$ cat config.mk
export PLATFORM = sky130hd
export DESIGN_NAME = axi_lite_master
export DESIGN_NICKNAME = d
export VERILOG_FILES = /design/src/rtl/axi_lite_pkg.sv /design/src/rtl/axi_lite_master.sv
export SDC_FILE = /design/constraint.sdc
export NUM_CORES = 1
export LEC_CHECK = 0
export ABC_AREA = 1
export CAP_MARGIN = 40
export CORE_MARGIN = 2
export CORE_UTILIZATION = 41
export CTS_CLUSTER_DIAMETER = 30
export DETAILED_ROUTE_END_ITERATION = 7
export HOLD_SLACK_MARGIN = 0.03
export PLACE_DENSITY_LB_ADDON = 0.1
export SLEW_MARGIN = 15
export SYNTH_ARGS = -nofsm -noshare
export SYNTH_HDL_FRONTEND = slang
export SYNTH_SLANG_ARGS = --single-unit
export TNS_END_PERCENT = 1
$ cat constraint.sdc
create_clock -name M_AXI_ACLK -period 3.15 [get_ports M_AXI_ACLK]
set_clock_uncertainty 0.15 [all_clocks]
set_input_delay 0.4725 -clock M_AXI_ACLK [delete_from_list [all_inputs] [get_ports M_AXI_ACLK]]
set_output_delay 0.4725 -clock M_AXI_ACLK [all_outputs]
set_load 0.05 [all_outputs]
$ cat src/rtl/axi_lite_pkg.sv
// ---------------------------------------------------------------------------
// axi_lite_pkg
// Shared AXI4-Lite definitions: default bus widths, response codes and the
// master's transaction state encoding.
// ---------------------------------------------------------------------------
package axi_lite_pkg;

  localparam int unsigned AXI_DATA_W = 32;
  localparam int unsigned AXI_ADDR_W = 32;
  localparam int unsigned AXI_STRB_W = AXI_DATA_W / 8;

  localparam logic [1:0] RESP_OKAY   = 2'b00;
  localparam logic [1:0] RESP_EXOKAY = 2'b01;
  localparam logic [1:0] RESP_SLVERR = 2'b10;
  localparam logic [1:0] RESP_DECERR = 2'b11;

  typedef enum logic [2:0] {
    IDLE,
    WR_AW_W,
    WR_B,
    RD_AR,
    RD_R
  } state_t;

endpackage

$ cat src/rtl/axi_lite_master.sv
// ---------------------------------------------------------------------------
// axi_lite_master
// Single-outstanding AXI4-Lite master. A one-cycle start_write or start_read
// request is turned into a complete bus transaction; completion is signalled
// by a one-cycle done pulse and read results appear on read_data.
//
// Ports:
//   M_AXI_ACLK, M_AXI_ARESET   clock, synchronous active-high reset
//   addr, write_data           request address/payload, sampled on start
//   start_read, start_write    request pulses (write wins if both)
//   M_AXI_AW*/W*/B*            write address, data and response channels
//   M_AXI_AR*/R*               read address and data channels
//   done                       one-cycle completion pulse
//   read_data                  last read result, held until next read
// ---------------------------------------------------------------------------
module axi_lite_master
  import axi_lite_pkg::*;
#(
  parameter int unsigned C_M_AXI_ACLK_FREQ_HZ = 100000000,
  parameter int unsigned C_M_AXI_DATA_WIDTH   = AXI_DATA_W,
  parameter int unsigned C_M_AXI_ADDR_WIDTH   = AXI_ADDR_W
) (
  input  logic                              M_AXI_ACLK,
  input  logic                              M_AXI_ARESET,

  input  logic [C_M_AXI_ADDR_WIDTH-1:0]     addr,
  input  logic [C_M_AXI_DATA_WIDTH-1:0]     write_data,
  input  logic                              start_read,
  input  logic                              start_write,

  output logic [C_M_AXI_ADDR_WIDTH-1:0]     M_AXI_AWADDR,
  output logic                              M_AXI_AWVALID,
  input  logic                              M_AXI_AWREADY,

  output logic [C_M_AXI_DATA_WIDTH-1:0]     M_AXI_WDATA,
  output logic [C_M_AXI_DATA_WIDTH/8-1:0]   M_AXI_WSTRB,
  output logic                              M_AXI_WVALID,
  input  logic                              M_AXI_WREADY,

  input  logic [1:0]                        M_AXI_BRESP,
  input  logic                              M_AXI_BVALID,
  output logic                              M_AXI_BREADY,

  output logic [C_M_AXI_ADDR_WIDTH-1:0]     M_AXI_ARADDR,
  output logic                              M_AXI_ARVALID,
  input  logic                              M_AXI_ARREADY,

  input  logic [C_M_AXI_DATA_WIDTH-1:0]     M_AXI_RDATA,
  input  logic [1:0]                        M_AXI_RRESP,
  input  logic                              M_AXI_RVALID,
  output logic                              M_AXI_RREADY,

  output logic                              done,
  output logic [C_M_AXI_DATA_WIDTH-1:0]     read_data
);

  // The data path is fixed at 32 bits; the clock frequency is descriptive
  // but must at least be a sensible value.
  if (C_M_AXI_DATA_WIDTH != 32 || C_M_AXI_ACLK_FREQ_HZ == 0) begin : g_param_check
    $error("axi_lite_master: C_M_AXI_DATA_WIDTH must be 32 and clock frequency nonzero");
  end

  state_t                          state_q, state_d;
  logic                            aw_done_q, aw_done_d;
  logic                            w_done_q, w_done_d;
  logic [C_M_AXI_ADDR_WIDTH-1:0]   addr_q, addr_d;
  logic [C_M_AXI_DATA_WIDTH-1:0]   wdata_q, wdata_d;
  logic [C_M_AXI_DATA_WIDTH-1:0]   read_data_q, read_data_d;
  logic                            done_q, done_d;

  logic aw_hs, w_hs, b_hs, ar_hs, r_hs;

  // Valids and readys are pure decodes of registered state, so they change
  // only at clock edges. Each write valid falls once its own handshake is
  // recorded, independently of the other channel.
  assign M_AXI_AWVALID = (state_q == WR_AW_W) && !aw_done_q;
  assign M_AXI_WVALID  = (state_q == WR_AW_W) && !w_done_q;
  assign M_AXI_BREADY  = (state_q == WR_B);
  assign M_AXI_ARVALID = (state_q == RD_AR);
  assign M_AXI_RREADY  = (state_q == RD_R);

  // A single address register feeds both address channels; only one
  // transaction is ever in flight so they never need different values.
  assign M_AXI_AWADDR  = addr_q;
  assign M_AXI_ARADDR  = addr_q;
  assign M_AXI_WDATA   = wdata_q;
  assign M_AXI_WSTRB   = '1;
  assign done          = done_q;
  assign read_data     = read_data_q;

  assign aw_hs = M_AXI_AWVALID && M_AXI_AWREADY;
  assign w_hs  = M_AXI_WVALID  && M_AXI_WREADY;
  assign b_hs  = M_AXI_BREADY  && M_AXI_BVALID;
  assign ar_hs = M_AXI_ARVALID && M_AXI_ARREADY;
  assign r_hs  = M_AXI_RREADY  && M_AXI_RVALID;

  // Next-state logic. Response codes are deliberately not inspected: every
  // B/R handshake completes the transaction the same way.
  always_comb begin
    state_d     = state_q;
    aw_done_d   = aw_done_q;
    w_done_d    = w_done_q;
    addr_d      = addr_q;
    wdata_d     = wdata_q;
    read_data_d = read_data_q;
    done_d      = 1'b0;

    case (state_q)
      IDLE: begin
        aw_done_d = 1'b0;
        w_done_d  = 1'b0;
        if (start_write) begin
          addr_d  = addr;
          wdata_d = write_data;
          state_d = WR_AW_W;
        end else if (start_read) begin
          addr_d  = addr;
          state_d = RD_AR;
        end
      end

      WR_AW_W: begin
        if (aw_hs) aw_done_d = 1'b1;
        if (w_hs)  w_done_d  = 1'b1;
        // Both handshakes may land in the same cycle or in either order.
        if ((aw_done_q || aw_hs) && (w_done_q || w_hs)) begin
          state_d = WR_B;
        end
      end

      WR_B: begin
        if (b_hs) begin
          done_d  = 1'b1;
          state_d = IDLE;
        end
      end

      RD_AR: begin
        if (ar_hs) state_d = RD_R;
      end

      RD_R: begin
        if (r_hs) begin
          read_data_d = M_AXI_RDATA;
          done_d      = 1'b1;
          state_d     = IDLE;
        end
      end

      default: state_d = IDLE;
    endcase
  end

  always_ff @(posedge M_AXI_ACLK) begin
    if (M_AXI_ARESET) begin
      state_q     <= IDLE;
      aw_done_q   <= 1'b0;
      w_done_q    <= 1'b0;
      addr_q      <= '0;
      wdata_q     <= '0;
      read_data_q <= '0;
      done_q      <= 1'b0;
    end else begin
      state_q     <= state_d;
      aw_done_q   <= aw_done_d;
      w_done_q    <= w_done_d;
      addr_q      <= addr_d;
      wdata_q     <= wdata_d;
      read_data_q <= read_data_d;
      done_q      <= done_d;
    end
  end

endmodule

## Word-level counts from Yosys, hierarchy flattened

Cells that the tools add are included.

- Input port bits: 109
- Register bits: 102
- Logic and storage cells: 55
- Output and inout bits: 138

- Equal/unequal tests: 11
- Mux-type cells: 16
- Reductions and logical operators: 21

Operators with widths:

| kind | number |
|---|---|
| $mux 32 | 2 |
| $mux 3 | 6 |
| $pmux 3 s5 | 1 |
| $reduce_and 2->1 | 5 |
| $logic_and 1x1->1 | 8 |
| $ne 2x1->1 const B | 4 |
| $eq 3x2->1 const B | 2 |
| $pmux 1 s2 | 3 |
| $reduce_and 5->1 | 1 |
| $mux 1 | 4 |
| $ne 2x2->1 const B | 2 |
| $reduce_bool 2->1 | 2 |
| $eq 3x1->1 const B | 1 |
| $eq 3x3->1 const B | 1 |
| $logic_not 3->1 | 1 |
| $ne 3x3->1 const B | 1 |
| $logic_not 1->1 | 2 |
| $logic_or 1x1->1 | 2 |

## Depth between registers and ports, before layout

Gate-level depths: netlist (run 1).

- Word-level depth: 7
- Depth in mapped cells: 10
- Mapped depth without buffers: 9

## Worst setup path after synthesis (run 1)

OpenSTA, ideal clock, no wires.

- Kind: register to register
- Start: reg state_q[0]
- End: reg state_q[0]
- Library setup time: 109 ps
- Period minus slack after synthesis: 1937 ps
- Cell stages (with the launch flop): 11
- Slack: 1213 ps
- Arrival: 1679 ps
- Buffers on the path: 1
- Required time: 2891 ps
- Cells stage by stage: dfxtp_1 > buf_4 > nand2_1 > nor2_1 > nand2_1 > nand2_1 > nor2_1 > nor2_1 > nor2_1 > nand2_1 > inv_1

- Elaborated cells on any way between the ends: 22
- Those cells by class: 9 x eq/ne; 1 x mux; 12 x reduce/logical

RTL lines:

| element | line | source |
|---|---|---|
| from (decl) | axi_lite_master.sv:63 | `state_t state_q, state_d;` |
| from (signal assigned) | axi_lite_master.sv:164 | `state_q <= state_d;` |
| $eq 3x2->1 (*) | axi_lite_master.sv:79 | `assign M_AXI_ARVALID = (state_q == RD_AR);` |
| named net M_AXI_ARVALID | axi_lite_master.sv:45 | `output logic M_AXI_ARVALID,` |
| $logic_and 1x1->1 | axi_lite_master.sv:94 | `assign ar_hs = M_AXI_ARVALID && M_AXI_ARREADY;` |
| $ne 2x1->1 (no source line) | - |  |
| $reduce_and 5->1 (no source line) | - |  |

The timed path passes the listed nets; every way through them passes the cells marked *.
A chain may end at the register's enable or synchronous reset.

## Final worst setup path (run 1)

- Start: reg state_q[0]
- End: out M_AXI_ARVALID

- Cells in the longest elaborated chain, start to end: 1

RTL lines:

| element | line |
|---|---|
| $eq 3x2->1 | axi_lite_master.sv:79 |
| to (decl) | axi_lite_master.sv:45 |

No other way between the ends.

==> results of run 1 <==
==> sequential cells by signal (all words and copies together), names as in the netlist <==
name          cells
M_AXI_ARADDR     32
read_data        32
M_AXI_WDATA      32
aw_done_q         1
w_done_q          1
done              1
state_q           3
==> cell usage in the layout, fill, tap and decap left out, types with 4 or more instances in the layout <==
cell	n
a211oi_2	32
a21oi_1	67
buf_4	9
clkbuf_8	9
clkdlybuf4s50_1	237
conb_1	4
dfxtp_1	102
inv_1	41
nand2_1	80
nand3_1	72
nor2_1	43
==> path summary, 6_finish.rpt <==
path,from,to,slack (ns),cells past startpoint
max,state_q[0],M_AXI_ARVALID,0.50,3
min,M_AXI_WDATA[4],M_AXI_WDATA[4],0.31,2
max reg2reg,state_q[0],M_AXI_WDATA[17],1.10,7
min reg2reg,M_AXI_WDATA[4],M_AXI_WDATA[4],0.31,2
==> per-layer routing <==
metal | up-vias | routed length, um
met2 | 179 | 5632
met3 | 18 | 1125
met1 | 1788 | 4741
met4 | 0 | 233
li1 | 2031 | -
met5 | - | 0
==> power by group through the flow <==
stage	sequential (mW)	combinational, mW	clock [mW]
5_1_grt	1.81	3.82	0.973
3_3_place_gp	1.79	3.61	0
3_5_place_dp	1.80	3.64	0
2_1_floorplan	2.64	1.95	0
6_report	1.77	3.62	0.890
4_1_cts	1.78	3.65	0.925
==> tightest hold or removal path, cell delays in order, from the launching register on <==
cell and delay (ns):
dfxtp_1 0.32, nand2_1 0.06, a21oi_1 0.05
==> cells by family after synthesis <==
| logic type | synth area share (%) |
|---|---|
| AOI/OAI and AO/OA | 17.47 |
| buffers and inverters | 15.28 |
| DFF | 47.13 |
| and+or+nand+nor | 20.04 |
| other | 0.08655 |
==> final cells by class <==
cell class	instances	share of cell area [%]
repair buffers	247	36.78
clock inverters	5	1.272
clock buffers	10	1.908
inverters	43	2.450
multi-input cells	305	24.52
well taps	136	2.544
flip-flops and latches	102	30.53
==> results.txt, run 1 <==
Nets@finish = 817
Clock latency reported for the late side of the worst-skew pair = 0.34 ns
Endpoints failing setup = 0
Pre-CTS WS = 0.6706 ns
CTS tree = done
Top achievable clock speed = 0.3768 GHz
Unique masters post-synth = 21
Top Ports = 247
GP Congestion = 0.7596
Sequential power share = 28.2%
FF+latch area = 0.002042 mm^2
Synth async-reset ratio = 0%
Worst path slowest cell = clkdlybuf4s50_1
M1 GR Usage = 23.46%
Ys flop type = dfxtp_1
Worst hold slack = 0.3129 ns
Int Power = 3.185 mW
Status = finished clean
Final HPWL DP = 8462 um
#FFs+latches synth = 102
Starting Density = 42.16%
Post-layout util = 65.08%
Post-detailed-route via-to-cell ratio = 4.736
CP arrival = 2.03 ns
Die area = 0.01141 mm^2
Sequential area share after synthesis = 47.13%
Via count = 4016
Clock sink total = 102
Largest net degree at the start of global routing = 65
Layout cells sized above 1 = 8.848%
Sw Pwr = 3.097 mW
Global route overflow = 0
Port Buffer Count = 238
H-tree lvl count = 3
Most area-hungry cell type in the Yosys netlist = dfxtp_1
Routed Wire Length = 11730 um
Startpoint Class = flop
Post-route setup slack = 0.4958 ns
Total number of yosys warnings = 0
Final Critical Period = 2.654 ns
Hold crit path type = flop to flop
Lkg Pwr = 2.409 nW
Initial DRT Pass Iterations = 5
Mapped cell area = 0.004333 mm^2
Post-CTS Setup Bufs = 0
Cts bufs inserted = 9
Row count = 37
Antenna cells = 0
CP Max Fanout = 8
Die Y = 106.8 um
CP top delay family = buffers and inverters
Post-route insts no fill = 848
Hold Buf Count CTS = 0
Cell Pwr Density = 939.2 mW/mm^2
Final Hold Viols = 0
First-pass GRT wire length = 18510 um
Avg Cell Area, Syn = 8.317 um^2
Footprint of the multi-input gates = 0.001640 mm^2
Clock share of power = 14.2%
Switch share = 49.30%
Slew @ Worst Pin = 0.7308 ns
1st-iter DRT viols = 191
Root Driver = clkbuf_8
CP required = 2.53 ns
Total GRT Usage = 19.96%
Antenna-violating nets left = 0
Layout area overhead = 54.37%
Synth top area share = 47.13%
RSZ-0062 raised after global routing = no
Syn Inst Count = 521
Post-DR wirelength/cell = 13.84 um
Number of flops mapped to enable cells by yosys = 0
Area of the core region = 0.01028 mm^2
Final Cell Area = 0.006689 mm^2
Filler cell count = 862
Placed cell count = 833
CTS clock-pin slew for the worst setup and hold paths = 0.09 ns
Tot Pwr = 6.282 mW
WP buf/inv = 1
GRT met3 Usage = 6.809%
Setup_tns = 0 ns
Worst slew margin = 51.28%
Placed cell area = 0.006476 mm^2
CP cell instances = nand2_1 > nor2_1 > clkdlybuf4s50_1
Die Wd = 106.8 um
Max IR drop VDD = 0.0005695 V
Max_cap viols = 0
Most frequent cells after synthesis = 102 x dfxtp_1, 80 x nand2_1, 72 x nand3_1
Initial antenna violation count = 0
Resize count post-CTS = 0
Grt peak-use layer = met2
CP Capture Type = primary output
Crit path kind = flop to primary output
Clk buf depth = 2
Top area cells in the synthesized netlist = dfxtp_1 47%, a211oi_2 9.2%, nand3_1 8.3%
Count leader, synth = dfxtp_1
GR Util met2 = 33.76%
Vias in the first global route = 3763
Slew Limit Fails = 0
# DRC = 0
Fin crit share = 84.26%
Comb power frac = 57.6%
CP peak stage delay = 0.88 ns
Power figures use the tool's default switching activity.
==> run 2, diff against run 1 <==
CORE_UTILIZATION = 35   (was 41)
clock period = 2.3 ns   (was 3.15 ns; I/O delays follow)
==> run 2 against run 1 <==
Compared with the run above: sequential cell count stayed put; critical path depth is 2 lower; register-to-register slack got worse by 0.67 ns; final cell count is 4.2% higher; global-route usage fell by 2.5 points; utilization is 8.3 points lower; largest power group unchanged; via count about the same; clock power increased by 73%; highest routed layer unchanged; sequential power rose by 37%; setup slack lost 0.22 ns.
==> results.txt, run 2 (synthesis results as in run 1) <==
Placed cell count = 868 (+4.2%)
CP Capture Type = primary output
First-pass GRT wire length = 18370 um (-0.78%)
Layout area overhead = 58.19%
Worst slew margin = 62.82% (+12 points)
R2R setup slack = 0.43 ns (-0.67 ns)
GP Congestion = 0.7419 (-2.3%)
Cells on Worst Hold Path = 2 (unchanged)
Endpoints failing setup = 0 (unchanged)
Final Cell Area = 0.006854 mm^2 (+2.5%)
Fin crit share = 88.18%
Total GRT Usage = 17.48% (-2.5 points)
Root Driver = clkbuf_16
Lkg Pwr = 2.483 nW (+3.1%)
CP Max Fanout = 3 (-5)
Largest net degree at the start of global routing = 65 (unchanged)
CTS tree = done
Pre-CTS WS = 0.3586 ns (-0.3120 ns)
Post-DR wirelength/cell = 13.51 um (-2.3%)
WP buf/inv = 1 (unchanged)
Die Y = 115.3 um (+7.9%)
Final Hold Viols = 0 (unchanged)
HP Start = read_data[21]
CTS clock-pin slew for the worst setup and hold paths = 0.06 ns (-0.03 ns)
CP top delay family = buffers and inverters
Cts bufs inserted = 9 (unchanged)
1st-iter DRT viols = 189 (-1.0%)
Global route overflow = 0 (unchanged)
Tot Pwr = 8.933 mW (+42%)
Setup_tns = 0 ns (unchanged)
Post-detailed-route via-to-cell ratio = 4.538 (-4.2%)
Startpoint Class = flop
Area of the core region = 0.01206 mm^2 (+17%)
Max IR drop VDD = 0.0005790 V (+1.7%)
Worst reg2reg endpoint = M_AXI_ARADDR[27]
# DRC = 0 (unchanged)
Antenna-violating nets left = 0 (unchanged)
Resize count post-CTS = 0 (unchanged)
Port Buffer Count = 238 (unchanged)
Layout cells sized above 1 = 9.916% (+1.1 points)
Crit path kind = flop to primary output
Antenna cells = 0 (unchanged)
Starting Density = 35.92% (-6.2 points)
CP required = 1.80 ns (-0.73 ns)
Die Wd = 115.3 um (+7.9%)
Hold crit path type = flop to flop
Initial antenna violation count = 0 (unchanged)
Commonest non-fill, non-tap cell in the layout = clkdlybuf4s50_1
Row count = 40 (+8.1%)
Post-route insts no fill = 884 (+4.2%)
Most frequent cells in the layout = 232 x clkdlybuf4s50_1, 102 x dfxtp_1, 80 x nand2_1, 72 x nand3_1, 67 x a21oi_1
Post-CTS Setup Bufs = 0 (unchanged)
Die area = 0.01329 mm^2 (+16%)
Via count = 4012 (-0.10%)
Initial DRT Pass Iterations = 4 (-1)
Filler cell count = 1097 (+27%)
Clock sink total = 102 (unchanged)
Clock latency reported for the late side of the worst-skew pair = 0.34 ns (about the same)
Slew @ Worst Pin = 0.5560 ns (-0.1747 ns)
Register-to-Register Path Depth = 7 (unchanged)
Top Ports = 247 (unchanged)
RSZ-0062 raised after global routing = no
Top achievable clock speed = 0.4930 GHz
Status = finished clean
Max_cap viols = 0 (unchanged)
Post-route setup slack = 0.2717 ns (-0.2240 ns)
Routed Wire Length = 11940 um (+1.8%)
Vias in the first global route = 3718 (-1.2%)
Final HPWL DP = 8598 um (+1.6%)
Clk buf depth = 2 (unchanged)
Hold Buf Count CTS = 0 (unchanged)
Nets@finish = 820 (+0.37%)
Worst path slowest cell = clkdlybuf4s50_1
H-tree lvl count = 3 (unchanged)
Slew Limit Fails = 0 (unchanged)
Final Critical Period = 2.028 ns
Reg-to-Reg Start = state_q[0]
CP peak stage delay = 0.84 ns (-0.04 ns)
CP arrival = 1.53 ns (-0.50 ns)
CP cell instances = clkdlybuf4s50_1
Cell Pwr Density = 1303 mW/mm^2 (+39%)
Hold Path End = read_data[21]
Placed cell area = 0.006551 mm^2 (+1.2%)
## run 2: where the power goes
group / switching, mW / internal [mW] / total, mW
combinational: 3.37 / 1.60 / 4.98
clock: 0.634 / 0.902 / 1.54
sequential: 0.272 / 2.15 / 2.42
total: 4.28 / 4.65 / 8.93
## run 2: per-stage QoR
step,utilization (%),hold slack (ns)
floorplan,-,0.3398
global placement,54.32,0.2973
detailed placement,54.32,0.3018
CTS,56.83,0.3069
global route,56.83,0.3287
finish,56.83,0.3105
## run 2: layer usage
metal	part of all wire [%]	global-route usage, %	vias up	wire length, um
li1	-	-	2035	-
met1	43	20.24	1821	5093
met2	49	30.16	145	5793
met3	7.6	5.799	11	907
met4	1.3	6.265	0	150
met5	0	0	-	0
## run 2: area by class of cell
class / instances / area, um^2 / area share, %
clock inverter: 3 / 42.54 / 0.6207
timing repair buffer: 250 / 2495 / 36.40
inverter: 43 / 163.9 / 2.391
multi-input combinational: 305 / 1640 / 23.93
clock buffer: 13 / 260.3 / 3.797
sequential: 102 / 2042 / 29.79
tap: 168 / 210.2 / 3.067
## run 2: how the worst max path moves through the flow
stage,startpoint,endpoint,slack [ns],cells after the start
4_1_cts,M_AXI_ARADDR[20],M_AXI_ARADDR[20],0.23,1
6_report,M_AXI_ARADDR[12],M_AXI_ARADDR[12],0.27,1
3_5_place_dp,start_write,M_AXI_ARADDR[27],0.36,5
3_3_place_gp,start_write,M_AXI_ARADDR[18],0.41,5
2_1_floorplan,state_q[0],state_q[0],0.36,10
5_1_grt,M_AXI_ARADDR[11],M_AXI_ARADDR[11],0.21,1
